## src/rtl/rgb_pwm_gen.sv

```systemverilog
`default_nettype none
// ============================================================================
//  Module   : rgb_pwm_gen
//  Brief    : Three-channel 8-bit PWM for an RGB LED. Duty shadows reload only
//             at period boundaries so duty updates never glitch a period.
//  Revision : 1.0  initial release
// ============================================================================
module rgb_pwm_gen #(
  parameter int PRESCALE   = 1,
  parameter bit ACTIVE_LOW = 1'b0
) (
  input  logic       clk_div,
  input  logic       rst_n,
  input  logic       en,
  input  logic [7:0] R_time_in,
  input  logic [7:0] G_time_in,
  input  logic [7:0] B_time_in,
  output logic       pwm_r,
  output logic       pwm_g,
  output logic       pwm_b,
  output logic       period_start
);

  localparam int                 c_PRE_W   = (PRESCALE > 1) ? $clog2(PRESCALE) : 1;
  localparam logic [c_PRE_W-1:0] c_PRE_MAX = c_PRE_W'(PRESCALE - 1);
  localparam logic [c_PRE_W-1:0] c_PRE_ONE = c_PRE_W'(1);
  localparam logic               c_IDLE    = ACTIVE_LOW;

  logic [c_PRE_W-1:0] r_pre_cnt;
  logic [7:0]         r_pwm_cnt;
  logic [7:0]         r_sh_r;
  logic [7:0]         r_sh_g;
  logic [7:0]         r_sh_b;

  logic w_tick;
  logic w_load;
  logic w_on_r;
  logic w_on_g;
  logic w_on_b;

  assign w_tick = (r_pre_cnt == c_PRE_MAX);
  assign w_load = w_tick && (r_pwm_cnt == 8'hFF);

  // 0xFF is special-cased so full duty has no single-count dark gap
  assign w_on_r = (r_sh_r == 8'hFF) | (r_pwm_cnt < r_sh_r);
  assign w_on_g = (r_sh_g == 8'hFF) | (r_pwm_cnt < r_sh_g);
  assign w_on_b = (r_sh_b == 8'hFF) | (r_pwm_cnt < r_sh_b);

  always_ff @(posedge clk_div or negedge rst_n) begin
    if (!rst_n) begin
      r_pre_cnt    <= '0;
      r_pwm_cnt    <= 8'h00;
      r_sh_r       <= 8'h00;
      r_sh_g       <= 8'h00;
      r_sh_b       <= 8'h00;
      period_start <= 1'b0;
    end else if (!en) begin
      // Shadows track the inputs while idle so the first enabled period uses fresh duties
      r_pre_cnt    <= '0;
      r_pwm_cnt    <= 8'h00;
      r_sh_r       <= R_time_in;
      r_sh_g       <= G_time_in;
      r_sh_b       <= B_time_in;
      period_start <= 1'b0;
    end else begin
      r_pre_cnt    <= w_tick ? '0 : (r_pre_cnt + c_PRE_ONE);
      period_start <= w_load;
      if (w_tick) begin
        r_pwm_cnt <= r_pwm_cnt + 8'd1;
      end
      if (w_load) begin
        r_sh_r <= R_time_in;
        r_sh_g <= G_time_in;
        r_sh_b <= B_time_in;
      end
    end
  end

  always_ff @(posedge clk_div or negedge rst_n) begin
    if (!rst_n) begin
      pwm_r <= c_IDLE;
      pwm_g <= c_IDLE;
      pwm_b <= c_IDLE;
    end else begin
      pwm_r <= en ? (w_on_r ^ c_IDLE) : c_IDLE;
      pwm_g <= en ? (w_on_g ^ c_IDLE) : c_IDLE;
      pwm_b <= en ? (w_on_b ^ c_IDLE) : c_IDLE;
    end
  end

endmodule
`default_nettype wire
```

## config.mk

```make
export PLATFORM = sky130hd
export DESIGN_NAME = rgb_pwm_gen
export DESIGN_NICKNAME = d
export VERILOG_FILES = /design/src/rtl/rgb_pwm_gen.sv
export SDC_FILE = /design/constraint.sdc
export NUM_CORES = 1
export LEC_CHECK = 0
export BUFFER_PORTS_ARGS = -buffer_cell sky130_fd_sc_hd__clkbuf_2
export CAP_MARGIN = 5
export CORE_ASPECT_RATIO = 1.25
export CORE_MARGIN = 2
export CORE_UTILIZATION = 55
export DETAILED_ROUTE_END_ITERATION = 8
export PLACE_DENSITY = 0.78
export SYNTH_ARGS = -nofsm -noshare
export SYNTH_HDL_FRONTEND = slang
export SYNTH_SLANG_ARGS = --single-unit
```

## constraint.sdc

```tcl
create_clock -name clk_div -period 1.9 [get_ports clk_div]
set_input_delay 0 -clock clk_div [delete_from_list [all_inputs] [get_ports clk_div]]
set_output_delay 0 -clock clk_div [all_outputs]
set_load 0.005 [all_outputs]
```

; ---- Yosys cells after proc, flatten, opt, wreduce, memory -nomap -nowiden
; Cells that the tools add are included.
[classes]
n_eq_ne = 6
n_reduce_logical = 1
bitwise_logic = 4
n_div = 0
n_shift = 0
n_lt_le_gt_ge = 3
mux = 14
mul = 0
n_addsub = 2
[ops]
columns = op, n
row1 = 8-bit 2-to-1 mux, 8
row2 = 8-bit == test (second input constant), 4
row3 = 8-bit < comparator, 3
row4 = 8-bit by 1-bit adder with 8-bit output (second input constant), 1
row5 = 1-bit 2-to-1 mux, 6
row6 = 1-bit OR, 3
row7 = 2-bit by 1-bit != test with 1-bit output (second input constant), 1
row8 = 2-bit != test (second input constant), 1
row9 = 1-bit adder (second input constant), 1
row10 = 1-bit logical AND, 1
row11 = 1-bit inverter, 1
[word_totals]
mem_count = 0
rom_bits = 0
regBits = 37
latch_bits = 0
inputBits = 27
word_cells = 39
output_inout_bits = 4
ramBits = 0

; ---- Logic depth before layout (Yosys ltp)
[logic_depth]
word_depth = 4
mapped_depth = 6
ltp_nobuf = 6

; ---- Worst setup path after synthesis
; No wires, ideal clock.
[synth_timing]
path_kind = reg2reg
start = register r_pwm_cnt[1]
end = register r_sh_b[0]
t_required_ps = 1775
path_buffers = 0
setup_time_ps = 125
t_arrival_ps = 1333
synth_period_minus_slack_ps = 1458
path_stages_with_launch = 5
path_slack_ps = 442
cell_sequence = dfrtp_1 ha_1 nand3_2 o21ai_4 mux2_2
[synth_between]
elab_chain_len = 3
[synth_rtl]
columns = element, line_no
row1 = "start, declared", 30  ; logic [7:0] r_pwm_cnt;
row2 = "start signal, assigned", 69  ; r_pwm_cnt <= r_pwm_cnt + 8'd1;
row3 = 8-bit == test, 42  ; assign w_load = w_tick && (r_pwm_cnt == 8'hFF);
row4 = 1-bit logical AND, 42
row5 = 2-bit by 1-bit != test with 1-bit output (no source line), n/a
row6 = "end signal, assigned", 63  ; r_sh_b <= B_time_in;
row7 = "end signal, assigned", 74  ; r_sh_b <= B_time_in;
row8 = "end, declared", 33  ; logic [7:0] r_sh_b;
; Every way passes these cells.
; A chain may end at the register's enable or synchronous reset.

; ---- Worst setup path in the final report
[layout_timing]
start = register r_pwm_cnt[1]
end = register r_sh_g[3]
[layout_between]
elab_chain_len = 3
[layout_rtl]
columns = element, line_no
row1 = 8-bit == test, 42
row2 = 1-bit logical AND, 42
row3 = 2-bit by 1-bit != test with 1-bit output (no source line), n/a
row4 = "end signal, assigned", 62  ; r_sh_g <= G_time_in;
row5 = "end signal, assigned", 73  ; r_sh_g <= G_time_in;
row6 = "end, declared", 32  ; logic [7:0] r_sh_g;
; Every way passes these cells.

==> results.md <==
Power:
- The switching part of the total is 0.2616.
- Of the total power, combinational logic draws 0.158.
- Of the total power, registers draw 0.530.
- Summed over all nets, the switching power comes to between 400 and 500 uW.
- For this design the ratio of total power to cell area is 673.6 mW/mm2.
- The share of total power dissipated in the clock network is 0.312.
- The internal cell power is 1.197 mW.
- The standby leakage power is 1.216 nW.
- The worst-case IR drop observed on VDD is 0.6541 mV.

Global route:
- The global-route wire length before repair is around 7500 um.
- The via count of the first global-routing pass is 1648.
- The number of antenna violations at the first check in global routing is 0.
- Entering global routing, the biggest net connects 37 pins.
- For this run the aggregate overflow at the end of global routing stands at 0.
- Across every metal layer, demand over resource in global routing totals 0.2423.

Clocking:
- The maximum buffer depth of the clock tree is 2.
- The post-CTS repair timing setup buffer count is 0.
- The root cell of the clock tree is sky130_fd_sc_hd__clkbuf_8.
- Buffers inserted during clock tree synthesis total 5.
- The number of clock sinks is 36.
- TritonCTS built the clock tree.
- Clock latency on the worst-skew pair, taken at its later pin, is about 280 ps.
- The clock input transition at the sequential cells of the worst setup and hold paths is 70 ps.
- The maximum level of the CTS H-tree is 2.

Detailed routing:
- The average detailed-routed wire length per instance is between 10 and 15 um.
- The total number of vias is 1571.
- For this run, design rule violations remaining after detail routing come to 0.
- The final antenna-violating net count is 0.
- Using the TritonRoute via totals, the vias-per-cell ratio works out to approximately 5.4.
- In this run, the number of DRC markers left after iteration 0 of detailed routing was 67.
- Before antenna repair, the detailed router went through 4 iterations.
- After detailed routing, the total wire length is 4181 um.

Floorplan:
- The floorplan step set the die width to 56.51 um.
- The chip height is 69.64 um.
- The area enclosed by the die boundary is 0.003935 mm2.
- The initial standard-cell utilization of the core is 0.5829.
- The count of boundary I/O pins is 31.
- The core area is 0.003252 mm2.
- The number of placement rows is 23.

STA:
- The final-report setup violation count is 0.
- The shortest clock period the worst path allows after layout is 1677 ps.
- The number of max-slew violations in the final report is 0.
- The setup total negative slack is 0 ps.
- Across all setup checks in the final design, the least slack found is between 200 and 250 ps.
- Setup repair after global routing left no endpoint under its margin.
- The final hold slack is 63.25 ps.
- The portion of the clock cycle consumed by the worst path in the final layout is 0.8827.
- At the pin with the least slew margin, the transition time is 873.6 ps.
- Timing would allow up to 0.5963 GHz.
- For the final database, setup skew stands at approximately 2.7 ps.
- The number of endpoints with negative hold slack in the final report came to 0.
- The headroom to the max-slew limit is 0.4176.

Logic synthesis:
- The post-synthesis sequential area ratio is 0.4752.
- In this run the mean area of a mapped cell was 9.822 um2.
- Yosys printed 0 warnings.
- The number of distinct library cell variants in the gate-level netlist after synthesis is 29.
- The biggest area consumer among synthesized cells is sky130_fd_sc_hd__dfrtp_1.
- Of the post-synthesis cell area, the dominant cell type holds 0.4752.
- The net count of the mapped netlist is about 240.
- Ranked by total cell area, the synthesized netlist is headed by sky130_fd_sc_hd__dfrtp_1 48%, sky130_fd_sc_hd__ha_1 15%, sky130_fd_sc_hd__o21ai_0 6.6%.
- The gate count of the mapped netlist is 193.
- The synthesized netlist occupies a cell area of 0.001896 mm2.
- Counting flops and latches in the post-synthesis netlist gives 36.

Worst setup path:
- The worst setup path is of the reg2reg kind.
- The register-to-register setup slack is 220 ps.
- The arrival time of the worst setup path is approximately 1900 ps.
- The nature of the critical path startpoint is a flop.
- The number of cell instances on the worst register-to-register path is 6.
- Along the worst path, the maximum fanout reaches 18.
- The kind of capture point of the worst setup path is a flop.
- The capture instance of the worst register-to-register path is r_sh_g[3].
- Data on the critical path is required at its endpoint by roughly 2100 ps.
- The start of the worst register-to-register path is r_pwm_cnt[1].

Final layout:
- The library cells used most frequently in the layout, excluding fill and tap cells, are 36 x sky130_fd_sc_hd__dfrtp_1, 30 x sky130_fd_sc_hd__clkbuf_2, 25 x sky130_fd_sc_hd__nand2_1, 25 x sky130_fd_sc_hd__o21ai_0, 25 x sky130_fd_sc_hd__dlygate4sd3_1.
- In the final layout, the share of cells above drive strength 1 is 0.1706.
- The most frequent standard cell in the layout excluding fill and tap cells is sky130_fd_sc_hd__dfrtp_1.
- The area overhead of the layout relative to synthesis is 26.93%.
- The final net count is between 300 and 400.
- The combined area of the multi-input logic cells is 879.6 um2.
- 0 antenna diodes ended up in the layout.
- The count of fill cells added during filler insertion is 256.
- Registers take 900.9 um2.

Hold path:
- Counting instances, the worst hold path has a depth of 2.
- The path class of the lowest-slack min-delay path is in2reg.
- In this run the most critical hold path is launched from en.
- The worst-case hold path end point is r_pwm_cnt[1].

Placed design:
- Timing analysis after detailed placement gives a worst setup slack of 231.2 ps.
- The half-perimeter wire length after placement is between 2000 and 3000 um.
- During placement, the flow inserted port buffers numbering 30.
- At the end of routability-driven placement, the weighted congestion stood at around 0.85.

Run status:
- The run finished with clean final reports.

Job:
- The tool flagged a number of max-cap violations equal to 0.
## cells in the mapped netlist
master,count
sky130_fd_sc_hd__and2_1,1
sky130_fd_sc_hd__xor2_1,2
sky130_fd_sc_hd__or3_1,2
sky130_fd_sc_hd__o211ai_1,3
sky130_fd_sc_hd__nand2b_1,2
sky130_fd_sc_hd__a31oi_1,2
sky130_fd_sc_hd__buf_4,2
sky130_fd_sc_hd__clkbuf_1,1
sky130_fd_sc_hd__mux2_2,2
sky130_fd_sc_hd__xnor2_1,2
sky130_fd_sc_hd__inv_1,23
sky130_fd_sc_hd__nand4_1,8
sky130_fd_sc_hd__o41ai_1,3
sky130_fd_sc_hd__buf_2,1
sky130_fd_sc_hd__nand3_2,1
sky130_fd_sc_hd__a211o_1,4
sky130_fd_sc_hd__dfrtp_1,36
sky130_fd_sc_hd__o21ai_0,25
sky130_fd_sc_hd__nor2_1,11
sky130_fd_sc_hd__nor3_1,2
sky130_fd_sc_hd__or3_2,1
sky130_fd_sc_hd__o311ai_0,2
sky130_fd_sc_hd__o21ai_4,1
sky130_fd_sc_hd__nand3_1,3
sky130_fd_sc_hd__ha_1,22
sky130_fd_sc_hd__nand2_1,25
sky130_fd_sc_hd__a21oi_1,2
sky130_fd_sc_hd__clkbuf_2,1
sky130_fd_sc_hd__a211oi_1,3
## logic make-up (layout without fill, tap and decap cells)
logic type / after synthesis / in the layout / synth area share
AO/OA/AOI/OAI: 45 / 45 / 0.1518
XOR/XNOR: 4 / 4 / 0.01849
adder cells (fa/ha/maj): 22 / 22 / 0.1452
flip-flops: 36 / 36 / 0.4752
buffers and inverters: 28 / 87 / 0.06072
AND/OR/NAND/NOR: 56 / 56 / 0.1366
multiplexers: 2 / 2 / 0.01188
## layout make-up
cell class                      count  area share
Inverter                           23     0.03588
Clock buffer                        6     0.03016
Clock inverter                      1    0.002080
Sequential cell                    36      0.3744
Tap cell                           37     0.01924
Timing Repair Buffer               57      0.1726
Multi-Input combinational cell    129      0.3656
## metal layers
| layer | global-route usage | routed length, um | up-vias |
|---|---|---|---|
| met5 | 0 | 0 | - |
| met4 | 0.07407 | 61 | 0 |
| met3 | 0.05224 | 150 | 8 |
| met2 | 0.4238 | 2186 | 38 |
| met1 | 0.2928 | 1783 | 736 |
| li1 | - | - | 789 |
## power by group through the flow
stage,Sequential (mW),Clock [mW],Combinational [mW]
after floorplan,0.861,0,0.137
after global placement,0.871,0,0.209
after detailed placement,0.873,0,0.217
after CTS,0.859,0.512,0.258
after global routing,0.865,0.548,0.302
final,0.859,0.505,0.257
## registers in the layout (all words and copies together) (netlist names)
| register | flops |
|---|---|
| r_pwm_cnt | 8 |
| r_sh_b | 8 |
| r_sh_g | 8 |
| r_sh_r | 8 |
| period_start | 1 |
| pwm_b | 1 |
| pwm_g | 1 |
| pwm_r | 1 |
## through the flow
stage	util	instance area, um2	power, mW	instances
floorplan	-	1896	0.9981	193
global route	0.7399	2406	1.715	289
finish	0.7399	2406	1.621	289
detailed placement	0.6391	2078	1.090	257
global placement	0.6391	2078	1.080	257
CTS	0.7399	2406	1.630	289
## critical path, stage by stage (launching register included)
cell	delay, ps
sky130_fd_sc_hd__dfrtp_1	440
sky130_fd_sc_hd__ha_1	230
sky130_fd_sc_hd__nand3_2	160
sky130_fd_sc_hd__o21ai_4	340
sky130_fd_sc_hd__buf_4	260
sky130_fd_sc_hd__nand2_1	70
sky130_fd_sc_hd__o21ai_0	80
## worst max path at each step
| stage | from | cells after the start | slack [ps] | end |
|---|---|---|---|---|
| 2_1_floorplan | r_pwm_cnt[1] | 4 | 440 | r_sh_b[0] |
| 3_3_place_gp | r_pwm_cnt[1] | 5 | 280 | r_sh_g[6] |
| 3_5_place_dp | r_pwm_cnt[1] | 5 | 230 | r_sh_r[0] |
| 4_1_cts | r_pwm_cnt[1] | 6 | 210 | r_sh_r[0] |
| 5_1_grt | r_pwm_cnt[1] | 6 | 20 | r_sh_r[0] |
| 6_report | r_pwm_cnt[1] | 6 | 220 | r_sh_g[3] |
## timing repair
action / in CTS / in global routing
hold buffers: 25 / 0
hold endpoints to repair: 60 / 0
resized for setup: 0 / 0
Power figures use the tool's default switching activity.
